[config.mk]
export PLATFORM = sky130hd
export DESIGN_NAME = odd_count_sequencer_flat
export DESIGN_NICKNAME = d
export VERILOG_FILES = /design/src/rtl/odd_count_sequencer_if.sv /design/src/rtl/odd_count_sequencer.sv /design/src/flat_wrapper.sv
export SDC_FILE = /design/constraint.sdc
export NUM_CORES = 1
export LEC_CHECK = 0
export ABC_CLOCK_PERIOD_IN_PS = 3840
export BUFFER_PORTS_ARGS = -buffer_cell sky130_fd_sc_hd__buf_4
export CORE_UTILIZATION = 54
export DETAILED_ROUTE_END_ITERATION = 12
export GPL_TIMING_DRIVEN = 1
export PLACE_DENSITY = 0.79
export SYNTH_ARGS = -nofsm -noshare
export SYNTH_HDL_FRONTEND = slang
export SYNTH_SLANG_ARGS = --single-unit
[constraint.sdc]
create_clock -name clk -period 3.84 [get_ports clk]
set_input_delay 0 -clock clk [delete_from_list [all_inputs] [get_ports clk]]
set_output_delay 0 -clock clk [all_outputs]
set_load 0.02 [all_outputs]
[src/rtl/odd_count_sequencer_if.sv]
// Configuration handshake bundle for odd_count_sequencer.
// Valid/ready: a config word transfers on any rising edge where cfg_valid and cfg_ready are both high.
interface odd_count_sequencer_if #(
  parameter int WIDTH = 8
) ();
  logic             cfg_valid;
  logic             cfg_ready;
  logic [WIDTH-1:0] cfg_start;
  logic [WIDTH-1:0] cfg_step;
  logic [WIDTH-1:0] cfg_limit;
  logic             cfg_wrap;

  modport master (
    output cfg_valid, cfg_start, cfg_step, cfg_limit, cfg_wrap,
    input  cfg_ready
  );

  modport slave (
    input  cfg_valid, cfg_start, cfg_step, cfg_limit, cfg_wrap,
    output cfg_ready
  );
endinterface

[src/rtl/odd_count_sequencer.sv]
// Programmable start/step/limit counter with configure, run, pause, abort and wrap/one-shot end.
// Every output is a register or a Moore decode of the state register.
module odd_count_sequencer #(
  parameter int               WIDTH     = 8,
  parameter logic [WIDTH-1:0] RST_START = WIDTH'('h01),
  parameter logic [WIDTH-1:0] RST_STEP  = WIDTH'('h02),
  parameter logic [WIDTH-1:0] RST_LIMIT = WIDTH'('hFF)
) (
  input  logic                  clk,
  input  logic                  reset,
  odd_count_sequencer_if.slave  cfg,
  input  logic                  go,
  input  logic                  pause,
  input  logic                  abort,
  output logic [WIDTH-1:0]      cnt_o,
  output logic                  cnt_valid_o,
  output logic                  busy_o,
  output logic                  done_o,
  output logic [2:0]            dbg_state_o
);

  typedef enum logic [2:0] {
    S_IDLE  = 3'd0,
    S_ARMED = 3'd1,
    S_RUN   = 3'd2,
    S_HOLD  = 3'd3,
    S_DONE  = 3'd4
  } state_t;

  state_t           state_q, state_d;
  logic [WIDTH-1:0] cnt_q, cnt_d;
  logic [WIDTH-1:0] start_q, start_d;
  logic [WIDTH-1:0] step_q, step_d;
  logic [WIDTH-1:0] limit_q, limit_d;
  logic             wrap_q, wrap_d;
  logic             done_q, done_d;

  logic             ready;
  logic             cfg_fire;
  logic [WIDTH:0]   nxt;
  logic             term;

  assign ready    = (state_q == S_IDLE) || (state_q == S_ARMED) || (state_q == S_DONE);
  assign cfg_fire = cfg.cfg_valid && ready;
  // One extra bit so a carry out of the count also reads as "past the limit".
  assign nxt      = {1'b0, cnt_q} + {1'b0, step_q};
  assign term     = nxt > {1'b0, limit_q};

  always_ff @(posedge clk) begin
    if (reset) begin
      state_q <= S_IDLE;
      cnt_q   <= RST_START;
      start_q <= RST_START;
      step_q  <= RST_STEP;
      limit_q <= RST_LIMIT;
      wrap_q  <= 1'b0;
      done_q  <= 1'b0;
    end else begin
      state_q <= state_d;
      cnt_q   <= cnt_d;
      start_q <= start_d;
      step_q  <= step_d;
      limit_q <= limit_d;
      wrap_q  <= wrap_d;
      done_q  <= done_d;
    end
  end

  always_comb begin
    state_d = state_q;
    cnt_d   = cnt_q;
    start_d = start_q;
    step_d  = step_q;
    limit_d = limit_q;
    wrap_d  = wrap_q;
    done_d  = 1'b0;
    if (abort) begin
      state_d = S_IDLE;
      cnt_d   = start_q;
    end else if (cfg_fire) begin
      start_d = cfg.cfg_start;
      step_d  = cfg.cfg_step;
      limit_d = cfg.cfg_limit;
      wrap_d  = cfg.cfg_wrap;
      cnt_d   = cfg.cfg_start;
      state_d = S_ARMED;
    end else if (go && ready) begin
      cnt_d   = start_q;
      state_d = S_RUN;
    end else begin
      case (state_q)
        S_RUN: begin
          // The shown value is consumed this cycle, so the advance happens even when pausing.
          if (term && !wrap_q) begin
            state_d = S_DONE;
            done_d  = 1'b1;
          end else begin
            cnt_d   = term ? start_q : nxt[WIDTH-1:0];
            state_d = pause ? S_HOLD : S_RUN;
          end
        end
        S_HOLD: begin
          if (!pause) state_d = S_RUN;
        end
        default: ;
      endcase
    end
  end

  assign cnt_o         = cnt_q;
  assign cnt_valid_o   = (state_q == S_RUN);
  assign busy_o        = (state_q == S_RUN) || (state_q == S_HOLD);
  assign done_o        = done_q;
  assign cfg.cfg_ready = ready;
  assign dbg_state_o   = state_q;

endmodule

[src/flat_wrapper.sv]
// flat-port wrapper written by rule: the top's interface ports become plain ports
module odd_count_sequencer_flat 
#(
  parameter int               WIDTH     = 8,
  parameter logic [WIDTH-1:0] RST_START = WIDTH'('h01),
  parameter logic [WIDTH-1:0] RST_STEP  = WIDTH'('h02),
  parameter logic [WIDTH-1:0] RST_LIMIT = WIDTH'('hFF)
)
  (clk, reset, go, pause, abort, cnt_o, cnt_valid_o, busy_o, done_o, dbg_state_o, cfg_cfg_valid, cfg_cfg_start, cfg_cfg_step, cfg_cfg_limit, cfg_cfg_wrap, cfg_cfg_ready);
  odd_count_sequencer_if #(.WIDTH(WIDTH)) cfg_i ();
  input  logic clk;
  input  logic reset;
  input  logic go;
  input  logic pause;
  input  logic abort;
  output logic [WIDTH-1:0] cnt_o;
  output logic cnt_valid_o;
  output logic busy_o;
  output logic done_o;
  output logic [2:0] dbg_state_o;
  input wire logic [$bits(cfg_i.cfg_valid)-1:0] cfg_cfg_valid;
  input wire logic [$bits(cfg_i.cfg_start)-1:0] cfg_cfg_start;
  input wire logic [$bits(cfg_i.cfg_step)-1:0] cfg_cfg_step;
  input wire logic [$bits(cfg_i.cfg_limit)-1:0] cfg_cfg_limit;
  input wire logic [$bits(cfg_i.cfg_wrap)-1:0] cfg_cfg_wrap;
  output wire logic [$bits(cfg_i.cfg_ready)-1:0] cfg_cfg_ready;
  assign cfg_i.cfg_valid = cfg_cfg_valid;
  assign cfg_i.cfg_start = cfg_cfg_start;
  assign cfg_i.cfg_step = cfg_cfg_step;
  assign cfg_i.cfg_limit = cfg_cfg_limit;
  assign cfg_i.cfg_wrap = cfg_cfg_wrap;
  assign cfg_cfg_ready = cfg_i.cfg_ready;
  odd_count_sequencer #(.WIDTH(WIDTH), .RST_START(RST_START), .RST_STEP(RST_STEP), .RST_LIMIT(RST_LIMIT)) u_core (.clk(clk), .reset(reset), .cfg(cfg_i), .go(go), .pause(pause), .abort(abort), .cnt_o(cnt_o), .cnt_valid_o(cnt_valid_o), .busy_o(busy_o), .done_o(done_o), .dbg_state_o(dbg_state_o));
endmodule
Word level (Yosys, flattened, before mapping)
Cells that the tools add are included.
- memory bits (writable): 0
- input port bits: 31
- bits in read-only memories: 0
- output and inout bits: 15
- memories kept: 0
- register bits after elaboration: 37
- bits in latches: 0
- word-level logic and storage cells: 55
- reductions and logical operators: 21
- add/sub/neg operators: 1
- shift operators: 0
- div/mod/pow operators: 0
- order comparisons: 1
- equal/unequal tests: 8
- multipliers: 0
- mux-type cells: 13
- bitwise gates (word level): 2
- operators with widths (cell ; count):
    $mux W8 ; 6
    $reduce_and A2 Y1 ; 5
    $add A8 B8 Y9 ; 1
    $gt A9 B8 Y1 ; 1
    $ne A4 B2 Y1 const B ; 2
    $reduce_bool A4 Y1 ; 2
    $eq A3 B2 Y1 const B ; 2
    $mux W3 ; 2
    $pmux W3 S2 ; 1
    $reduce_or A5 Y1 ; 1
    $reduce_or A4 Y1 ; 1
    $eq A3 B1 Y1 const B ; 1
    $eq A3 B3 Y1 const B ; 1
    $logic_and A1 B1 Y1 ; 3
    $logic_not A3 Y1 ; 1
    $logic_or A1 B1 Y1 ; 3
    $mux W1 ; 3
    $ne A3 B2 Y1 const B ; 1
    $reduce_bool A3 Y1 ; 1
    $reduce_or A3 Y1 ; 1
    $mux W2 ; 1
    $ne A2 B2 Y1 const B ; 1
    $not A1 Y1 ; 2
    $reduce_bool A2 Y1 ; 1
    2 further kinds ; 2

Longest topological paths before layout
- word-level depth: 8
- gate-level depth with buffers: 14
- depth with buffers taken out: 13

Worst setup path before layout
OpenSTA, ideal clock, no wires.
- kind: reg-to-reg
- start point: reg u_core.cnt_q[1] (netlist: u_core.cnt_o[1])
- end point: reg u_core.cnt_q[5] (netlist: u_core.cnt_o[5])
- path buffers: 0
- stages on the path, launching flop included: 14
- path slack: 0.187 ns
- period minus slack after synthesis: 3.653 ns
- arrival: 3.565 ns
- library setup time: 0.088 ns
- required time: 3.752 ns
- cells stage by stage: dfxtp_1 -> ha_1 -> a211oi_1 -> o21bai_1 -> a2111oi_0 -> nor3_1 -> or2_2 -> ha_1 -> nand4_1 -> o22ai_1 -> a2bb2oi_1 -> or3_4 -> mux2_4 -> a311oi_2
- cells in the longest elaborated chain, start to end: 8
- elaborated cells on any way between the ends: 11
- classes of those cells: add/sub (1); order compare (1); eq/ne (1); mux (6); reduce/logical (2)
- RTL lines (item ; RTL line ; text):
    start: declaration ; odd_count_sequencer.sv:31 ; logic [WIDTH-1:0] cnt_q, cnt_d;
    start signal: assignment ; odd_count_sequencer.sv:60 ; cnt_q <= cnt_d;
    $add A8 B8 Y9 * ; odd_count_sequencer.sv:46 ; assign nxt = {1'b0, cnt_q} + {1'b0, step_q};
    $gt A9 B8 Y1 ; odd_count_sequencer.sv:47 ; assign term = nxt > {1'b0, limit_q};
    $mux W8 ; odd_count_sequencer.sv:98 ; cnt_d = term ? start_q : nxt[WIDTH-1:0];
    $mux W8 ; odd_count_sequencer.sv:94 ; if (term && !wrap_q) begin
    $mux W8 ; odd_count_sequencer.sv:91 ; case (state_q)
    $mux W8 ; odd_count_sequencer.sv:87 ; end else if (go && ready) begin
    $mux W8 ; odd_count_sequencer.sv:80 ; end else if (cfg_fire) begin
    $mux W8 ; odd_count_sequencer.sv:77 ; if (abort) begin
Every way passes the cells marked *; elsewhere a longest branch is shown, timed or not. The select of a mux whose other input is x is not followed.
A chain may end at the register's enable or synchronous reset.

Worst setup path after layout
Same ends and word-level chain as after synthesis.

==> load_flow_metrics.sql <==
INSERT INTO impl_metrics (metric_group, metric, value, unit) VALUES
('synthesis', 'count_of_cell_types_in_the_netlist', '52', ''),
('cts', 'htree_levels', '2', ''),
('setup_path', 'critPathLaunchType', 'flip-flop', ''),
('global_route', 'grtUsageTotal', '0.272', ''),
('drt', 'wirelength', '5.54', 'mm'),
('setup_path', 'critPathCaptureType', 'flip-flop', ''),
('synthesis', 'synth.ff_latch_count', '37', ''),
('timing', 'timing_max_transition_violations_final', '0', ''),
('drt', 'drtIter0Drc', '173', ''),
('setup_path', 'timing.critical_path.slowest_cell_delay', '400', 'ps'),
('placed_design', 'post_place_cell_area', '0.00250', 'mm²'),
('floorplanning', 'floorplan.initialDensity', '0.572', ''),
('timing', 'layout_min_cycle_time', '3590', 'ps'),
('setup_path', 'worst_ep_required_time', '4050', 'ps'),
('timing', 'grt_setup_unrepaired', 'false', ''),
('synthesis', 'synth.avg_cell_area', '8.24', 'µm²'),
('cts', 'cts_tree', 'done', ''),
('status', 'status', 'completed', ''),
('placed_design', 'count_of_input_and_output_buffers', '45', ''),
('drt', 'postRouteAntennaNets', '0', ''),
('setup_path', 'criticalPathCategory', 'reg2reg', ''),
('setup_path', 'timing.critical_path.cells', 'ha_1 -> a211oi_2 -> o21bai_1 -> a2111oi_2 -> nor3_1 -> or2_2 -> ha_1 -> nand4_1 -> o22ai_1 -> a2bb2oi_2 -> or3_4 -> mux2_4 -> a311oi_2', ''),
('drt', 'avgRoutedWirePerCell', '14.8', 'µm'),
('setup_path', 'worstPathArrival', '3800', 'ps'),
('floorplanning', 'design.die.area', '0.00419', 'mm²'),
('setup_path', 'critical_path.reg2reg.startpoint', 'u_core.cnt_o[1]', ''),
('timing', 'min_period_over_period', '0.936', ''),
('power_and_ir_drop', 'pwr-share-comb', '0.231', ''),
('global_route', 'global_route.usage.met1', '0.315', ''),
('synthesis', 'share_of_flip_flops_with_an_asynchronous_set_or_reset_after_synthesis', '0', ''),
('timing', 'hold_viol', '0', ''),
('global_route', 'groute.layer.met3.usage', '0.0475', ''),
('synthesis', 'synth_cells', '258', ''),
('power_and_ir_drop', 'cellPowerDensity', '348', 'mW/mm²'),
('global_route', 'grt_first_pass_wirelength', '8.83', 'mm'),
('synthesis', 'post_synth_main_area_contributors', 'dfxtp_1, ha_1, nand2_1', ''),
('placed_design', 'routabilityCongestion', '0.848', ''),
('cts', 'worstSkewPairLatency', '290', 'ps'),
('min_path', 'worstHoldPathType', 'in2reg', ''),
('floorplanning', 'die_w', '64.7', 'µm'),
('synthesis', 'number_of_warning_messages_in_the_yosys_log', '0', ''),
('floorplanning', 'rows', '22', ''),
('layout', 'nNetsFinal', '373', ''),
('synthesis', 'synthFlopType', 'dfxtp_1', ''),
('global_route', 'gr-usage-met2', '0.496', ''),
('global_route', 'grt_pass1_vias', '1986', ''),
('layout', 'final_instance_area', '0.00288', 'mm²'),
('cts', 'path_clk_slew', '70', 'ps'),
('power_and_ir_drop', 'clock_network_fraction_of_design_power', '0.348', ''),
('placed_design', 'post-dp-hpwl', '3.58', 'mm'),
('setup_path', 'worstPathMaxFanout', '6', ''),
('timing', 'max_clock_skew', '3.79', 'ps'),
('timing', 'slew_at_the_pin_with_the_worst_max_slew_slack', '809', 'ps'),
('power_and_ir_drop', 'worst_voltage_drop_across_the_vdd_grid', '252', 'µV'),
('power_and_ir_drop', 'p_seq_frac', '0.421', ''),
('synthesis', 'synth_sequential_area_ratio', '0.348', ''),
('synthesis', 'postSynthNetCount', '306', ''),
('cts', 'clockRootBuffer', 'clkbuf_8', ''),
('setup_path', 'cp_common_cell', 'ha_1', ''),
('timing', 'slew_headroom', '0.460', ''),
('power_and_ir_drop', 'power_switching_share', '0.271', ''),
('layout', 'drive_above_1_share', '0.233', ''),
('cts', 'cts.path.max_buffers', '2', ''),
('drt', 'route.detailed.drc', '0', ''),
('synthesis', 'synth_edf_count', '0', ''),
('drt', 'post_drt_via_cell_ratio', '5.72', ''),
('cts', 'numCtsBuffers', '5', ''),
('synthesis', 'synth_area', '0.00213', 'mm²'),
('timing', 'final-setup-viol-count', '0', ''),
('layout', 'area.growth.synth_to_final', '35.4', '%'),
('synthesis', 'synth_top_area_frac', '0.348', '');
-- sequential cells by signal, indices dropped and copies added, names as in the netlist --
| signal | count |
|---|---|
| u_core.cnt_o | 8 |
| u_core.limit_q | 8 |
| u_core.start_q | 8 |
| u_core.step_q | 8 |
| u_core.dbg_state_o | 3 |
| u_core.done_o | 1 |
| u_core.wrap_q | 1 |
-- cells in the mapped netlist, types with 2 or more instances --
cell	count
buf_2	2
nand2_1	42
a311oi_1	3
ha_1	16
nand2b_1	2
nand3_1	7
a21boi_0	5
xnor2_1	2
a31oi_1	5
a21oi_1	28
inv_1	12
nor3_1	3
a2111oi_0	2
o21ai_0	5
o21bai_1	6
o21a_1	3
a21o_1	3
nor2_1	18
a211oi_1	3
nand3b_1	3
or2_2	4
nand4_1	2
o211ai_1	2
dfxtp_1	37
clkbuf_1	10
a211o_1	7
-- logic make-up (layout without fill, tap and decap cells) --
group                    after synthesis  after routing  share of synthesized area
AO/OA/AOI/OAI                         84             84                      0.274
XOR/XNOR                               3              3                     0.0124
adder cells (fa/ha/maj)               17             17                      0.104
buffers and inverters                 25             93                     0.0489
flip-flops                            37             37                      0.348
multiplexers                           2              2                     0.0124
AND/OR/NAND/NOR                       90             90                      0.201
-- layer usage --
| metal | part of all wire | vias up | wire length (µm) |
|---|---|---|---|
| met2 | 0.52 | 67 | 2900 |
| met3 | 0.048 | 10 | 264 |
| met5 | 0 | - | 0 |
| met4 | 0.013 | 0 | 71 |
| li1 | - | 1061 | - |
| met1 | 0.42 | 1002 | 2310 |
-- path summary, 6_finish.rpt --
kind | cells past startpoint | to | slack, ps
setup / recovery | 13 | u_core.cnt_o[5] | 250
hold / removal | 3 | u_core.start_q[2] | 6
setup reg to reg | 13 | u_core.cnt_o[5] | 250
hold reg to reg | 2 | u_core.start_q[0] | 460
-- power groups by stage --
stage                     registers [mW]  clock network (mW)  logic, mW
final                              0.422               0.349      0.232
after global routing               0.425               0.371      0.256
after CTS                          0.422               0.353      0.226
after detailed placement           0.430                   0      0.204
after global placement             0.429                   0      0.202
after floorplan                    0.435                   0      0.125
-- stage by stage --
| step | total power, mW | util | cells | worst slack [ps] | hold WS [ps] |
|---|---|---|---|---|---|
| 3_5_place_dp | 0.635 | 0.674 | 343 | 18.8 | 205 |
| 4_1_cts | 1.00 | 0.769 | 374 | 2.72 | 3.13 |
| 2_1_floorplan | 0.561 | - | 258 | 187 | 118 |
| 5_1_grt | 1.05 | 0.775 | 374 | 30.3 | 32.9 |
| 3_3_place_gp | 0.631 | 0.674 | 343 | 129 | 202 |
| 6_report | 1.00 | 0.775 | 374 | 247 | 6.25 |
-- cell type report --
type | count | area [µm²]
clock buffers | 7 | 86.3
clock inverters | 1 | 30.0
fillers | 282 | 837
inverters | 12 | 45.0
multi-input cells | 196 | 1310
flip-flops and latches | 37 | 742
well taps | 48 | 60.1
repair buffers | 73 | 606
-- timing repair --
action	in CTS	in global routing
setup endpoints to repair	1	11
hold endpoints to repair	23	0
hold buffers	23	0
pin swaps	0	1
resized for setup	1	5
-- worst max-delay path: cells and delay by family (launching register included) --
family / cells / cell delay [ps]
AO/OA/AOI/OAI: 6 / 1310
multiplexers: 1 / 310
flip-flops: 1 / 350
AND/OR/NAND/NOR: 4 / 910
adder cells (fa/ha/maj): 2 / 640
-- cells in the final DEF (no fill, tap or decap), types with 2 or more instances in the layout --
master,count
dfxtp_1,36
ha_1,16
nor2_1,17
o21ai_0,5
nand4_1,2
a21o_1,3
or2_2,4
buf_4,50
clkbuf_8,6
inv_1,12
nand3_1,7
a211oi_1,2
o211ai_1,2
nor3_1,3
dlygate4sd3_1,23
nand2b_1,2
xnor2_1,2
a21boi_0,5
a21oi_1,28
o21a_1,3
nand3b_1,3
a211o_1,7
o21bai_1,6
nand2_1,42
a31oi_1,5
a211oi_2,2
a311oi_1,3
(Power assumes the default switching activity.)
